===== src/rtl/sun_pll_fbdiv_if.sv =====
// Ratio-update handshake bundle for the PLL feedback divider.
//
// Valid/ready semantics (4-phase level handshake): the master raises
// DIV_REQ with DIV_N stable; the slave samples DIV_N once on acceptance,
// raises DIV_ACK when the new ratio is active, and keeps it high until the
// master drops DIV_REQ. The slave then drops DIV_ACK, and only after that
// may the master raise DIV_REQ again.
//
// Signals:
//   DIV_N   [W-1:0] requested divide ratio        (master -> slave)
//   DIV_REQ         ratio-update request level    (master -> slave)
//   DIV_ACK         ratio-update acknowledge      (slave  -> master)
interface sun_pll_fbdiv_if #(
  parameter int W = 8
);
  logic [W-1:0] DIV_N;
  logic         DIV_REQ;
  logic         DIV_ACK;

  modport master (output DIV_N, output DIV_REQ, input DIV_ACK);
  modport slave  (input DIV_N, input DIV_REQ, output DIV_ACK);
endinterface


===== src/rtl/sun_pll_fbdiv.sv =====
// Programmable feedback divider for the PLL. It divides the level-shifted
// oscillator clock CK by the active ratio n_act and produces the feedback
// clock CK_FB (high for floor(n_act/2) cycles of every period) plus a
// one-cycle terminal-count pulse TC, which coincides with the rising edge
// of CK_FB. The ratio is changed through a 4-phase request/acknowledge
// handshake, and a new ratio takes effect only at a period boundary, so
// CK_FB never glitches.
//
// Ports:
//   CK        input         divider clock, rising edge
//   RST       input         synchronous active-high reset
//   EN        input         divider enable (0 = idle, outputs low)
//   div_if    slave modport DIV_N / DIV_REQ in, DIV_ACK out (registered)
//   CK_FB     output        divided clock (registered)
//   TC        output        terminal-count pulse (registered)
//   DIV_ACT   output [W]    currently active divide ratio
//   DBG_STATE output [2]    handshake FSM state (0 IDLE, 1 PEND, 2 ACK)
module sun_pll_fbdiv #(
  parameter int W    = 8,
  parameter int NMIN = 2,
  parameter int NRST = 16
) (
  input  logic          CK,
  input  logic          RST,
  input  logic          EN,
  sun_pll_fbdiv_if.slave div_if,
  output logic          CK_FB,
  output logic          TC,
  output logic [W-1:0]  DIV_ACT,
  output logic [1:0]    DBG_STATE
);

  typedef enum logic [1:0] {
    S_IDLE = 2'd0,
    S_PEND = 2'd1,
    S_ACK  = 2'd2
  } hs_state_e;

  hs_state_e    state_q;
  logic [W-1:0] cnt_q;
  logic [W-1:0] n_act_q;
  logic [W-1:0] pend_q;
  logic         ck_fb_q;
  logic         tc_q;
  logic         ack_q;

  logic [W-1:0] cnt_d;
  logic [W-1:0] half_n;
  logic [W-1:0] req_n_clamped;
  logic         wrap_d;

  // n_act is never below NMIN (>= 2), so n_act-1 cannot underflow.
  always_comb begin
    wrap_d        = (cnt_q == n_act_q - W'(1));
    cnt_d         = wrap_d ? '0 : cnt_q + W'(1);
    half_n        = n_act_q >> 1;
    req_n_clamped = (div_if.DIV_N < W'(NMIN)) ? W'(NMIN) : div_if.DIV_N;
  end

  always_ff @(posedge CK) begin
    if (RST) begin
      state_q <= S_IDLE;
      cnt_q   <= '0;
      n_act_q <= W'(NRST);
      pend_q  <= '0;
      ck_fb_q <= 1'b0;
      tc_q    <= 1'b0;
      ack_q   <= 1'b0;
    end else begin
      // Counting always uses the ratio active before this edge; a ratio
      // applied on this edge governs counting from the next edge onward.
      if (EN) begin
        cnt_q   <= cnt_d;
        ck_fb_q <= (cnt_d < half_n);
        tc_q    <= (cnt_d == '0);
      end else begin
        cnt_q   <= '0;
        ck_fb_q <= 1'b0;
        tc_q    <= 1'b0;
      end

      case (state_q)
        S_IDLE: begin
          if (div_if.DIV_REQ) begin
            pend_q  <= req_n_clamped;
            state_q <= S_PEND;
          end
        end
        S_PEND: begin
          // With the divider idle there is no period to protect, so the
          // ratio can be applied immediately.
          if (!EN || (cnt_d == '0)) begin
            n_act_q <= pend_q;
            ack_q   <= 1'b1;
            state_q <= S_ACK;
          end
        end
        S_ACK: begin
          if (!div_if.DIV_REQ) begin
            ack_q   <= 1'b0;
            state_q <= S_IDLE;
          end
        end
        default: begin
          ack_q   <= 1'b0;
          state_q <= S_IDLE;
        end
      endcase
    end
  end

  assign CK_FB          = ck_fb_q;
  assign TC             = tc_q;
  assign DIV_ACT        = n_act_q;
  assign div_if.DIV_ACK = ack_q;
  assign DBG_STATE      = state_q;

endmodule


===== src/flat_wrapper.sv =====
// flat-port wrapper written by rule: the top's interface ports become plain ports
module sun_pll_fbdiv_flat 
#(
  parameter int W    = 8,
  parameter int NMIN = 2,
  parameter int NRST = 16
)
  (CK, RST, EN, CK_FB, TC, DIV_ACT, DBG_STATE, div_if_DIV_N, div_if_DIV_REQ, div_if_DIV_ACK);
  sun_pll_fbdiv_if #(.W(W)) div_if_i ();
  input  logic CK;
  input  logic RST;
  input  logic EN;
  output logic CK_FB;
  output logic TC;
  output logic [W-1:0] DIV_ACT;
  output logic [1:0] DBG_STATE;
  input wire logic [$bits(div_if_i.DIV_N)-1:0] div_if_DIV_N;
  input wire logic [$bits(div_if_i.DIV_REQ)-1:0] div_if_DIV_REQ;
  output wire logic [$bits(div_if_i.DIV_ACK)-1:0] div_if_DIV_ACK;
  assign div_if_i.DIV_N = div_if_DIV_N;
  assign div_if_i.DIV_REQ = div_if_DIV_REQ;
  assign div_if_DIV_ACK = div_if_i.DIV_ACK;
  sun_pll_fbdiv #(.W(W), .NMIN(NMIN), .NRST(NRST)) u_core (.CK(CK), .RST(RST), .EN(EN), .div_if(div_if_i), .CK_FB(CK_FB), .TC(TC), .DIV_ACT(DIV_ACT), .DBG_STATE(DBG_STATE));
endmodule

===== config.mk =====
export PLATFORM = sky130hd
export DESIGN_NAME = sun_pll_fbdiv_flat
export DESIGN_NICKNAME = d
export VERILOG_FILES = /design/src/rtl/sun_pll_fbdiv_if.sv /design/src/rtl/sun_pll_fbdiv.sv /design/src/flat_wrapper.sv
export SDC_FILE = /design/constraint.sdc
export NUM_CORES = 1
export LEC_CHECK = 0
export ABC_AREA = 1
export CAP_MARGIN = 20
export CELL_PAD_IN_SITES_DETAIL_PLACEMENT = 1
export CELL_PAD_IN_SITES_GLOBAL_PLACEMENT = 2
export CORE_MARGIN = 5
export CORE_UTILIZATION = 29
export CTS_CLUSTER_DIAMETER = 40
export DETAILED_ROUTE_END_ITERATION = 8
export GPL_ROUTABILITY_DRIVEN = 0
export PLACE_DENSITY = 0.74
export SYNTH_ARGS = -nofsm -noshare
export SYNTH_HDL_FRONTEND = slang
export SYNTH_SLANG_ARGS = --single-unit

===== constraint.sdc =====
create_clock -name CK -period 2.9 [get_ports CK]
set_input_delay 0.58 -clock CK [delete_from_list [all_inputs] [get_ports CK]]
set_output_delay 0.58 -clock CK [all_outputs]
set_load 0.02 [all_outputs]

# After elaboration in Yosys (flattened, before gate mapping)
# Index checks and enable logic that the tools add are counted.
dict set report classes {
  bitwise 2
  n_reduce_logical 9
  addsub 2
  order_cmp 2
  eq_ne 6
  muxes 9
}
# operator count
set ops {}
lappend ops {{$mux 8} 2}
lappend ops {{$add 8x1->8 const B} 1}
lappend ops {{$eq 8x8->1} 1}
lappend ops {{$logic_not 8->1} 1}
lappend ops {{$lt 8x2->1 const B} 1}
lappend ops {{$lt 8x7->1} 1}
lappend ops {{$sub 8x1->8 const B} 1}
lappend ops {{$mux 2} 3}
lappend ops {{$pmux 2 s3} 1}
lappend ops {{$reduce_and 3->1} 2}
lappend ops {{$ne 2x2->1 const B} 2}
lappend ops {{$reduce_and 2->1} 2}
lappend ops {{$pmux 1 s3} 1}
lappend ops {{$eq 2x1->1 const B} 1}
lappend ops {{$eq 2x2->1 const B} 1}
lappend ops {{$logic_not 2->1} 1}
lappend ops {{$mux 1} 2}
lappend ops {{$ne 2x1->1 const B} 1}
lappend ops {{$not 1->1} 2}
lappend ops {{$reduce_or 2->1} 1}
lappend ops {{$logic_not 1->1} 1}
lappend ops {{$logic_or 1x1->1} 1}
dict set report totals {
  output_inout_bits 13
  reg_bits 29
  elab_cells 37
  input_bits 12
}

# Logic depth before layout (Yosys ltp)
# Gate-level depths: netlist (run 1).
dict set report depth {
  ltp_word 7
  mapped_depth 18
  depth_no_buf 18
}

# Worst setup path after synthesis (run 1)
# No wires, ideal clock.
dict set report synth_timing {
  path_type {flip-flop to flip-flop}
  start {reg u_core.n_act_q[0], in the netlist u_core.DIV_ACT[0]}
  end {reg u_core.ck_fb_q, in the netlist u_core.CK_FB}
  t_required_ns 2.776
  setup_ns 0.124
  setup_slack_ns 0.635
  n_path_buf 0
  t_arrival_ns 2.141
  synth_period_minus_slack_ns 2.265
  stages_incl_launch_ff 19
  path_cell_list {dfxtp_1 inv_2 ha_1 inv_1 nand2_1 nand3_1 nand2_1 inv_1 nand3_1 nor2_2 nand2_4 inv_1 nor2_1 ha_1 a21oi_1 o21ai_0 inv_1 nand2_1 nor2_1}
}
dict set report synth_via {
  elab_chain_cells 4
}
# element line_no
set synth_lines {}
lappend synth_lines {{start, declared} sun_pll_fbdiv.sv:41} ;# logic [W-1:0] n_act_q;
lappend synth_lines {{start signal, assigned} sun_pll_fbdiv.sv:64} ;# n_act_q <= W'(NRST);
lappend synth_lines {{start signal, assigned} sun_pll_fbdiv.sv:93} ;# n_act_q <= pend_q;
lappend synth_lines {{$sub 8x1->8} sun_pll_fbdiv.sv:54} ;# wrap_d = (cnt_q == n_act_q - W'(1));
lappend synth_lines {{$eq 8x8->1} sun_pll_fbdiv.sv:54}
lappend synth_lines {{$mux 8} sun_pll_fbdiv.sv:55} ;# cnt_d = wrap_d ? '0 : cnt_q + W'(1);
lappend synth_lines {{net u_core.cnt_d[5]} sun_pll_fbdiv.sv:47} ;# logic [W-1:0] cnt_d;
lappend synth_lines {{$lt 8x7->1} sun_pll_fbdiv.sv:74} ;# ck_fb_q <= (cnt_d < half_n);
lappend synth_lines {{end signal, assigned} sun_pll_fbdiv.sv:74}
lappend synth_lines {{end, declared} sun_pll_fbdiv.sv:43} ;# logic ck_fb_q;
# The timed path passes the listed nets, and every way through them passes these cells.
# A chain may end at the register's enable or synchronous reset.

# Worst setup path in the final report (run 1)
dict set report layout_timing {
  start {reg u_core.n_act_q[1], in the netlist u_core.DIV_ACT[1]}
  end {reg u_core.ck_fb_q, in the netlist u_core.CK_FB}
}
# Same word-level chain as after synthesis.

==> results of run 1 <==
## area by class of cell
| cell class | count | area, µm² |
|---|---|---|
| clock buffer | 7 | 86.33 |
| clock inverter | 1 | 30.03 |
| fill | 720 | 3460 |
| inverter | 36 | 135.1 |
| multi-input combinational | 177 | 944.7 |
| sequential | 29 | 580.6 |
| tap | 72 | 90.09 |
| timing repair buffer | 25 | 247.7 |
## through the flow
step / cells / cell area [µm²] / setup slack, ns / hold slack (ns) / power, mW
floorplan: 245 / 1679 / 0.6354 / 0.4487 / 0.5399
global placement: 339 / 1998 / 0.5490 / 0.4568 / 0.5957
detailed placement: 339 / 1998 / 0.5432 / 0.4611 / 0.5967
CTS: 347 / 2115 / 0.5113 / 0.4724 / 1.035
global route: 347 / 2115 / 0.2719 / 0.4947 / 1.068
finish: 347 / 2115 / 0.5446 / 0.4695 / 1.019
## flip-flops by register name, summed over array words and instances, names as in the netlist
signal	flops
u_core.TC	1
u_core.DIV_ACT	8
u_core.cnt_q	8
u_core.DBG_STATE	2
u_core.div_if.DIV_ACK	1
u_core.pend_q	8
u_core.CK_FB	1
## cells in the final DEF, fill, tap and decap left out
master / synthesis / layout
clkinv_1: 1 / 1
nor2_1: 29 / 29
bufinv_16: 0 / 1
clkbuf_8: 0 / 6
nor3_1: 2 / 2
nand2_1: 58 / 58
nand3_1: 19 / 19
inv_2: 4 / 4
o21a_1: 1 / 1
xor2_1: 4 / 4
nand4_1: 4 / 4
nor2_2: 3 / 3
xnor2_1: 4 / 4
o21bai_1: 1 / 1
nor2_4: 1 / 1
inv_1: 31 / 31
nand2_4: 2 / 2
o21ai_0: 13 / 13
o211ai_2: 1 / 1
o21ai_1: 1 / 1
a21oi_2: 2 / 2
o41ai_2: 1 / 1
nand2_2: 3 / 3
ha_1: 8 / 8
clkbuf_1: 2 / 1
a31oi_1: 1 / 1
dfxtp_1: 29 / 29
buf_4: 0 / 1
nor4_1: 1 / 1
a21oi_1: 16 / 16
clkdlybuf4s50_1: 0 / 24
nand3_2: 1 / 1
o31ai_2: 1 / 1
## path summary, 6_finish.rpt
kind | from | endpoint
setup reg to reg | u_core.DIV_ACT[1] | u_core.CK_FB
setup / recovery | u_core.DIV_ACT[1] | u_core.CK_FB
hold / removal | u_core.div_if.DIV_ACK | u_core.div_if.DIV_ACK
hold reg to reg | u_core.div_if.DIV_ACK | u_core.div_if.DIV_ACK
## where the power goes
part,total [mW],switching [mW],internal (mW)
registers,0.434,0.0163,0.418
logic,0.151,0.0864,0.0647
clock network,0.433,0.153,0.280
## cell usage after synthesis
master,count
nand2_2,3
ha_1,8
o31ai_2,1
xnor2_1,4
nor2_2,3
a21oi_1,16
nand2_4,2
nor2_1,29
clkbuf_1,2
buf_6,1
o21a_1,1
o21ai_0,13
nand2_1,58
xor2_1,4
o21bai_1,1
nand3_2,1
nor3_1,2
inv_1,31
o211ai_2,1
nor4_1,1
a31oi_1,1
nand3_1,19
o21ai_1,1
nor2_4,1
nand4_1,4
o41ai_2,1
inv_2,4
dfxtp_1,29
clkinv_1,1
a21oi_2,2
## logic make-up (layout without fill, tap and decap cells)
group | count (synthesis) | after routing | share of synthesized area, %
simple gates | 123 | 123 | 32.41
buf+inv | 39 | 69 | 9.165
compound gates | 38 | 38 | 13.71
flops | 29 | 29 | 34.58
fa+ha+maj | 8 | 8 | 5.961
xor+xnor | 8 | 8 | 4.172
## per-layer routing
layer | GRT usage [%] | up-vias
met5 | 0 | -
met4 | 3.453 | 0
met3 | 2.882 | 7
met2 | 23.48 | 24
met1 | 15.77 | 739
li1 | - | 843
## worst register-to-register path, cell delays in order (launching register included)
cell and delay [ns]:
dfxtp_1 0.43, inv_1 0.08, ha_1 0.22, inv_1 0.08, nand2_1 0.05, nand3_1 0.08, nand2_1 0.05, inv_1 0.06
nand3_1 0.08, nor2_2 0.13, nand2_4 0.12, inv_1 0.13, nor2_1 0.06, ha_1 0.29, a21oi_1 0.06, o21ai_0 0.16
inv_1 0.06, nand2_1 0.07, nor2_1 0.03
==> summary.md, run 1 <==
| Metric | Value |
|---|---|
| Final TNS setup | `0 ns` |
| Max-slew violations | `0` |
| Hold_buf cts | `0` |
| CP peak stage delay | `between 0.4 and 0.5 ns` |
| Status | `finished, final reports clean` |
| RSZ-0062 raised after global routing | `false` |
| Core box area | `5574 µm²` |
| IO Count | `25` |
| Vias/cell | `about 4.6` |
| Fin crit share | `between 80 and 90%` |
| Final hold vios | `0` |
| CTS Buf Count | `5` |
| Worst Max-Slew Pin Slew | `~0.4 ns` |
| Cell Rows | `27` |
| Startpoint types | `flip-flop` |
| Sequential-to-total area share from yosys stat | `34.58%` |
| DIE AREA | `about 7400 µm²` |
| Total global-route track usage | `13.14%` |
| Area leader, netlist | `dfxtp_1` |
| Area grow syn2layout | `25.93%` |
| Peak VDD IR | `0.0002149 V` |
| Initial Utilization | `roughly 30%` |
| DRC errors left | `0` |
| Die height | `86.09 µm` |
| Layout Skew | `0.007414 ns` |
| Met1 WL | `2.115 mm` |
| DR WL met3 | `166 µm` |
| Post-CTS setup buffer count | `0` |
| Worst Path Max Fanout | `10` |
| Worst Reg-to-Reg Cells | `18` |
| Final min period | `approximately 2.4 ns` |
| Worst-skew pair later-pin latency | `0.28 ns` |
| Post-Syn Area | `1679 µm²` |
| Hold Path Depth | `2` |
| Share of layout cells above drive strength 1 | `9.818%` |
| Final setup fails | `0` |
| Post-route ant nets | `0` |
| Crit-path slowest cell | `dfxtp_1` |
| Drt pass-1 iters | `4` |
| # H-tree levels | `2` |
| Clock-pin slew on the worst setup and hold paths | `about 0.06 ns` |
| Top sig layer | `met4` |
| WP buf/inv | `5` |
| Netlist cell types | `30` |
| CP most frequent cell | `inv_1` |
| Nets | `294` |
| Starting DRT DRC Count | `53` |
| Grt ovf | `0` |
| WP data required | `between 3 and 4 ns` |
| Avg Cell Area, Syn | `6.854 µm²` |
| Dpl hpwl | `between 3 and 4 mm` |
| ANT cells | `0` |
| Syn Nets | `265` |
| Area share of the largest cell type after synthesis | `about 35%` |
| Met2 Routed Length | `2.216 mm` |
| Largest net degree at the start of global routing | `12` |
| Clk sink count | `29` |
| Upper clock frequency limit | `424.6 MHz` |
| Yosys reg bits | `29` |
| Via count | `1613` |
| IO Port Bufs | `24` |
| Post-layout util | `37.93%` |
| Drt wl/cell | `13.11 µm` |
| CP Cell Sequence | `inv_1, ha_1, inv_1, nand2_1, nand3_1, nand2_1, inv_1, nand3_1, nor2_2, nand2_4, inv_1, nor2_1, ha_1, a21oi_1, o21ai_0, inv_1, nand2_1, nor2_1` |
| CP Depth | `18` |
| Initial antenna violation count | `0` |
| Synth area leaders | `dfxtp_1 (35%), nand2_1 (13%), inv_1 (6.9%)` |
| First-pass GRT wire length | `7.797 mm` |
| MaxCap Viol Count | `0` |
| Synth warnings | `0` |
| Syn Inst Count | `245` |
| Pleak | `0.9825 nW` |
| DRT Wirelength | `approximately 4.5 mm` |
| HP Class | `reg2reg` |
| CTS tree | `done` |
| Power Dens Cells | `~480 nW/µm²` |
| CTS root buffer | `clkbuf_8` |
| DIE WIDTH | `86.09 µm` |
| Crit path max-delay family | `simple AND/OR/NAND/NOR gates` |
| Vias in the first global route | `1619` |
| Clock buffer depth | `2` |
| R2R setup slack | `0.54 ns` |
| Slew margin rel. | `between 70% and 80%` |
| Crit. End Element | `flip-flop` |
| CTS resizes | `0` |
| Worst Path Arrival | `2.51 ns` |
| Setup Crit Path Kind | `reg2reg` |
No activity file was read; power rests on OpenSTA's default activity.
==> run 2, diff against run 1 <==
--- a/config.mk
+++ b/config.mk
@@ -10,11 +10,11 @@
 export CELL_PAD_IN_SITES_DETAIL_PLACEMENT = 1
 export CELL_PAD_IN_SITES_GLOBAL_PLACEMENT = 2
 export CORE_MARGIN = 5
-export CORE_UTILIZATION = 29
+export CORE_UTILIZATION = 27
 export CTS_CLUSTER_DIAMETER = 40
 export DETAILED_ROUTE_END_ITERATION = 8
 export GPL_ROUTABILITY_DRIVEN = 0
-export PLACE_DENSITY = 0.74
+export PLACE_DENSITY = 0.73
 export SYNTH_ARGS = -nofsm -noshare
 export SYNTH_HDL_FRONTEND = slang
 export SYNTH_SLANG_ARGS = --single-unit
==> constraint.sdc (replaced) <==
create_clock -name CK -period 2 [get_ports CK]
set_input_delay 0.4 -clock CK [delete_from_list [all_inputs] [get_ports CK]]
set_output_delay 0.4 -clock CK [all_outputs]
set_load 0.02 [all_outputs]
==> summary.md, run 2 (same netlist as run 1, synthesis figures left out) <==
| Metric | Value |
|---|---|
| Final min period | `2.071 ns (-0.2840 ns)` |
| Final hold vios | `0 (unchanged)` |
| Pwr Total | `1.482 mW (+45%)` |
| Post-Layout Cell Count | `381 (+9.8%)` |
| Slew margin rel. | `66.76% (-6.2 points)` |
| Nets | `325 (+11%)` |
| Total global-route track usage | `13.49% (+0.35 points)` |
| Core box area | `5991 µm² (+7.5%)` |
| Failing checks | `negative setup slack` |
| IO Port Bufs | `24 (unchanged)` |
| Pre-CTS WS | `-0.2434 ns (-0.7866 ns)` |
| Post-route design area | `2560 µm² (+21%)` |
| Area grow syn2layout | `52.46%` |
| CTS root buffer | `clkbuf_8` |
| Drt pass-1 iters | `4 (unchanged)` |
| # H-tree levels | `2 (unchanged)` |
| Die height | `88.86 µm (+3.2%)` |
| Upper clock frequency limit | `482.8 MHz (+14%)` |
| Final setup margin | `-0.07139 ns (-0.6160 ns)` |
| Worst Path Arrival | `2.27 ns (-0.24 ns)` |
| Share of layout cells above drive strength 1 | `32.68% (+23 points)` |
| Final setup fails | `10 (+10)` |
| CTS Buf Count | `5 (unchanged)` |
| Drt wl/cell | `12.89 µm (-1.7%)` |
| Largest net degree at the start of global routing | `12 (unchanged)` |
| Fin crit share | `103.6% (+22 points)` |
| ANT cells | `0 (unchanged)` |
| Post-layout util | `42.73% (+4.8 points)` |
| CTS tree | `done` |
| Power Dens Cells | `578.8 nW/µm² (+20%)` |
| Initial Utilization | `28.03% (-2.1 points)` |
| Vias/cell | `4.549 (-2.1%)` |
| Min Hold Slack | `0.4720 ns (+0.002484 ns)` |
| Worst Path Max Fanout | `6 (-4)` |
| Peak VDD IR | `0.0003873 V (+80%)` |
| MaxCap Viol Count | `0 (unchanged)` |
| DRC errors left | `0 (unchanged)` |
| Crit. End Element | `flip-flop` |
| DRT Wirelength | `4.910 mm (+7.9%)` |
| Startpoint types | `flip-flop` |
| Post-route ant nets | `0 (unchanged)` |
| RSZ-0062 raised after global routing | `true` |
| Hold_buf cts | `0 (unchanged)` |
| Cell Rows | `28 (+3.7%)` |
| DIE WIDTH | `88.86 µm (+3.2%)` |
| Initial antenna violation count | `0 (unchanged)` |
| Grt ovf | `0 (unchanged)` |
| Clock buffer depth | `2 (unchanged)` |
| Clock-pin slew on the worst setup and hold paths | `0.06 ns (about the same)` |
| Starting DRT DRC Count | `28 (-47%)` |
| First-pass GRT wire length | `8.183 mm (+5.0%)` |
| Most frequent cells in the layout | `nand2_1 (51), inv_1 (28), buf_4 (28)` |
| IO Count | `25 (unchanged)` |
| Worst Max-Slew Pin Slew | `0.4980 ns (+0.09371 ns)` |
| Pleak | `1.157 nW (+18%)` |
| WP data required | `2.20 ns (-0.85 ns)` |
| Dpl hpwl | `3.952 mm (+7.7%)` |
| HP Class | `reg2reg` |
| Post-Place Cell Area | `2230 µm² (+12%)` |
| Most common cell after layout, fill and taps aside | `nand2_1` |
| Worst-skew pair later-pin latency | `0.27 ns (about the same)` |
| Placed insts | `369 (+8.8%)` |
| Clk sink count | `29 (unchanged)` |
| Final TNS setup | `-0.4628 ns (-0.4628 ns)` |
| DIE AREA | `7896 µm² (+6.5%)` |
| Vias in the first global route | `1750 (+8.1%)` |
| Status | `complete, but fails checks` |
| Setup Crit Path Kind | `reg2reg` |
| Max-slew violations | `0 (unchanged)` |
| Layout Skew | `0.009542 ns (+0.002129 ns)` |
| Via count | `1733 (+7.4%)` |
[run 2: final timing paths]
| kind | end | from | slack (ns) | cells past startpoint |
|---|---|---|---|---|
| worst max-delay path | u_core.CK_FB | u_core.DIV_ACT[1] | -0.07 | 17 |
| worst min register to register | u_core.div_if.DIV_ACK | u_core.div_if.DIV_ACK | 0.47 | 2 |
| worst max register to register | u_core.CK_FB | u_core.DIV_ACT[1] | -0.07 | 17 |
| worst min-delay path | u_core.div_if.DIV_ACK | u_core.div_if.DIV_ACK | 0.47 | 2 |
[run 2: cell type report]
class | instances | area, µm²
Tap cell | 75 | 93.84
Multi-Input combinational cell | 177 | 1117
Inverter | 36 | 140.1
Clock buffer | 8 | 111.4
Fill cell | 751 | 3431
Sequential cell | 29 | 601.8
Timing Repair Buffer | 56 | 495.5
[run 2: per-layer routing]
layer  global-route usage, %  wire length, µm
met5                       0                0
met4                   3.709               46
met3                   2.793              124
met2                   23.89             2490
met1                   16.44             2250
[run 2: critical path: stages (launching register included)]
cell	delay, ns
dfxtp_4	0.36
inv_2	0.06
ha_4	0.15
nand2_4	0.07
nor2_1	0.10
nand2_1	0.06
nand2_1	0.06
nand2_1	0.05
nor2_2	0.13
nand2_4	0.12
buf_6	0.15
buf_4	0.13
buf_4	0.14
a21oi_1	0.17
o21ai_2	0.07
inv_1	0.05
nand2_1	0.04
nor2_1	0.10
[run 2: power breakdown]
part           switching (mW)  internal, mW
clock network           0.217         0.355
logic                   0.148         0.134
registers              0.0243         0.604
total                   0.389          1.09
[run 2: repair_timing]
action,in CTS,in global routing
buffers inserted,2,2
pin swaps,21,7
setup endpoints to repair,10,13
gates resized for setup,24,28
gates cloned,0,0
==> run 3, diff against run 2 <==
--- a/config.mk
+++ b/config.mk
@@ -14,7 +14,9 @@
 export CTS_CLUSTER_DIAMETER = 40
 export DETAILED_ROUTE_END_ITERATION = 8
 export GPL_ROUTABILITY_DRIVEN = 0
+export GPL_TIMING_DRIVEN = 1
 export PLACE_DENSITY = 0.73
 export SYNTH_ARGS = -nofsm -noshare
 export SYNTH_HDL_FRONTEND = slang
 export SYNTH_SLANG_ARGS = --single-unit
+export TNS_END_PERCENT = 1
==> summary.md, run 3 (same netlist as run 1, synthesis figures left out) <==
| Metric | Value |
|---|---|
| DRC errors left | `0 (unchanged)` |
| Grt ovf | `0 (unchanged)` |
| Pwr Total | `1.476 mW (-0.40%)` |
| Dpl hpwl | `3.952 mm (unchanged)` |
| IO Count | `25 (unchanged)` |
| # fillers | `751 (unchanged)` |
| Peak VDD IR | `0.0003868 V (-0.12%)` |
| RSZ-0062 raised after global routing | `true` |
| ANT cells | `0 (unchanged)` |
| DIE AREA | `7896 µm² (unchanged)` |
| Crit. End Element | `flip-flop` |
| Clk sink count | `29 (unchanged)` |
| WP data required | `2.15 ns (-0.05 ns)` |
| Worst Path Arrival | `2.23 ns (-0.04 ns)` |
| Pleak | `1.148 nW (-0.76%)` |
| Clock buffer depth | `2 (unchanged)` |
| Hold Path Depth | `2 (unchanged)` |
| Startpoint types | `flip-flop` |
| CTS root buffer | `clkbuf_8` |
| Met1 usage | `16.44% (unchanged)` |
| Most common cell after layout, fill and taps aside | `nand2_1` |
| Die height | `88.86 µm (unchanged)` |
| Drt pass-1 iters | `4 (unchanged)` |
| Final setup fails | `10 (unchanged)` |
| Status | `complete, but fails checks` |
| Final min period | `2.078 ns (+0.006253 ns)` |
| Pre-CTS WS | `-0.2434 ns (unchanged)` |
| Power Dens Cells | `585.1 nW/µm² (+1.1%)` |
| CTS Buf Count | `5 (unchanged)` |
| MaxCap Viol Count | `0 (unchanged)` |
| # H-tree levels | `2 (unchanged)` |
| Upper clock frequency limit | `481.3 MHz (-0.30%)` |
| Met3 Track Usage GR | `2.793% (unchanged)` |
| Slew margin rel. | `67.15% (+0.38 points)` |
| Clock-pin slew on the worst setup and hold paths | `0.06 ns (about the same)` |
| Fin crit share | `103.9% (+0.31 points)` |
| Area grow syn2layout | `50.22%` |
| Worst Path Max Fanout | `6 (unchanged)` |
| GR peak layer | `met2` |
| Cell Rows | `28 (unchanged)` |
| Via count | `1735 (+0.12%)` |
| Nets | `324 (-0.31%)` |
| Vias/cell | `4.566 (+0.38%)` |
| HP Class | `reg2reg` |
| Largest net degree at the start of global routing | `12 (unchanged)` |
| Final setup margin | `-0.07765 ns (-0.006253 ns)` |
| DRT Wirelength | `4.851 mm (-1.2%)` |
| Vias in the first global route | `1749 (-0.057%)` |
| Starting DRT DRC Count | `29 (+3.6%)` |
| Met2 Resource Use GR | `23.89% (unchanged)` |
| Most frequent cells in the layout | `nand2_1 (51), inv_1 (28), buf_4 (27)` |
| Initial antenna violation count | `0 (unchanged)` |
| Failing checks | `negative setup slack` |
| Total global-route track usage | `13.49% (unchanged)` |
| Hold_buf cts | `0 (unchanged)` |
| Post-route ant nets | `0 (unchanged)` |
| Initial Utilization | `28.03% (unchanged)` |
| Share of layout cells above drive strength 1 | `31.48% (-1.2 points)` |
| Final hold vios | `0 (unchanged)` |
| Worst Reg-to-Reg Cells | `18 (+1)` |
| Worst Max-Slew Pin Slew | `0.4923 ns (-0.005758 ns)` |
| Drt wl/cell | `12.77 µm (-0.94%)` |
| Final TNS setup | `-0.6648 ns (-0.2020 ns)` |
| DIE WIDTH | `88.86 µm (unchanged)` |
| Core box area | `5991 µm² (unchanged)` |
| Max-slew violations | `0 (unchanged)` |
| Layout Skew | `0.008679 ns (-0.0008635 ns)` |
| First-pass GRT wire length | `8.183 mm (unchanged)` |
| IO Port Bufs | `24 (unchanged)` |
| Setup Crit Path Kind | `reg2reg` |
| CTS tree | `done` |
| Worst-skew pair later-pin latency | `0.27 ns (about the same)` |
| R2R setup slack | `-0.08 ns (about the same)` |
==> run 3: layer usage <==
layer / up-vias / routed length [µm]
met4: 0 / 46
met3: 4 / 160
met5: - / 0
li1: 904 / -
met1: 808 / 2196
met2: 19 / 2447
==> run 3: worst max-delay path, stage by stage (launching register included) <==
cell,delay (ns)
dfxtp_4,0.36
inv_2,0.06
ha_4,0.14
nand2_2,0.09
nor2_1,0.11
nand2_1,0.06
nand2_1,0.06
nand2_1,0.05
nor2_2,0.13
nand2_4,0.12
buf_6,0.15
buf_4,0.12
buf_4,0.13
nand2_2,0.07
nand2_2,0.06
o21ai_2,0.11
inv_1,0.05
nand2_1,0.06
nor2_1,0.04
==> run 3: cell type report <==
class | count | area [µm²] | share of cell area [%]
tap | 75 | 93.84 | 3.720
clock buffer | 8 | 111.4 | 4.415
inverter | 36 | 140.1 | 5.556
timing repair buffer | 55 | 488.0 | 19.35
multi-input combinational | 177 | 1090 | 43.20
sequential | 29 | 599.3 | 23.76
==> run 3: through the flow <==
| stage | util (%) | cell area, µm² | hold slack (ns) | cells |
|---|---|---|---|---|
| after floorplan | - | 1704 | 0.4476 | 245 |
| after global placement | 37.22 | 2230 | 0.4588 | 369 |
| after detailed placement | 37.22 | 2230 | 0.4684 | 369 |
| after CTS | 40.62 | 2434 | 0.4789 | 379 |
| after global routing | 42.11 | 2522 | 0.4935 | 380 |
| final | 42.11 | 2522 | 0.4715 | 380 |
==> run 3: final timing paths <==
path,startpoint,end
setup / recovery,u_core.DIV_ACT[1],u_core.CK_FB
hold / removal,u_core.div_if.DIV_ACK,u_core.div_if.DIV_ACK
setup reg to reg,u_core.DIV_ACT[1],u_core.CK_FB
hold reg to reg,u_core.div_if.DIV_ACK,u_core.div_if.DIV_ACK
==> run 3: power by group <==
| part | switching, mW | internal (mW) | total [mW] |
|---|---|---|---|
| clock network | 0.215 | 0.355 | 0.570 |
| logic | 0.146 | 0.131 | 0.277 |
| registers | 0.0243 | 0.604 | 0.628 |
==> run 3: repair_timing <==
action,CTS,global route
gates cloned,0,0
endpoints found under the hold margin,0,0
setup buffers,2,1
endpoints found under the setup margin,10,13
resized for setup,24,22
pin swaps,21,7
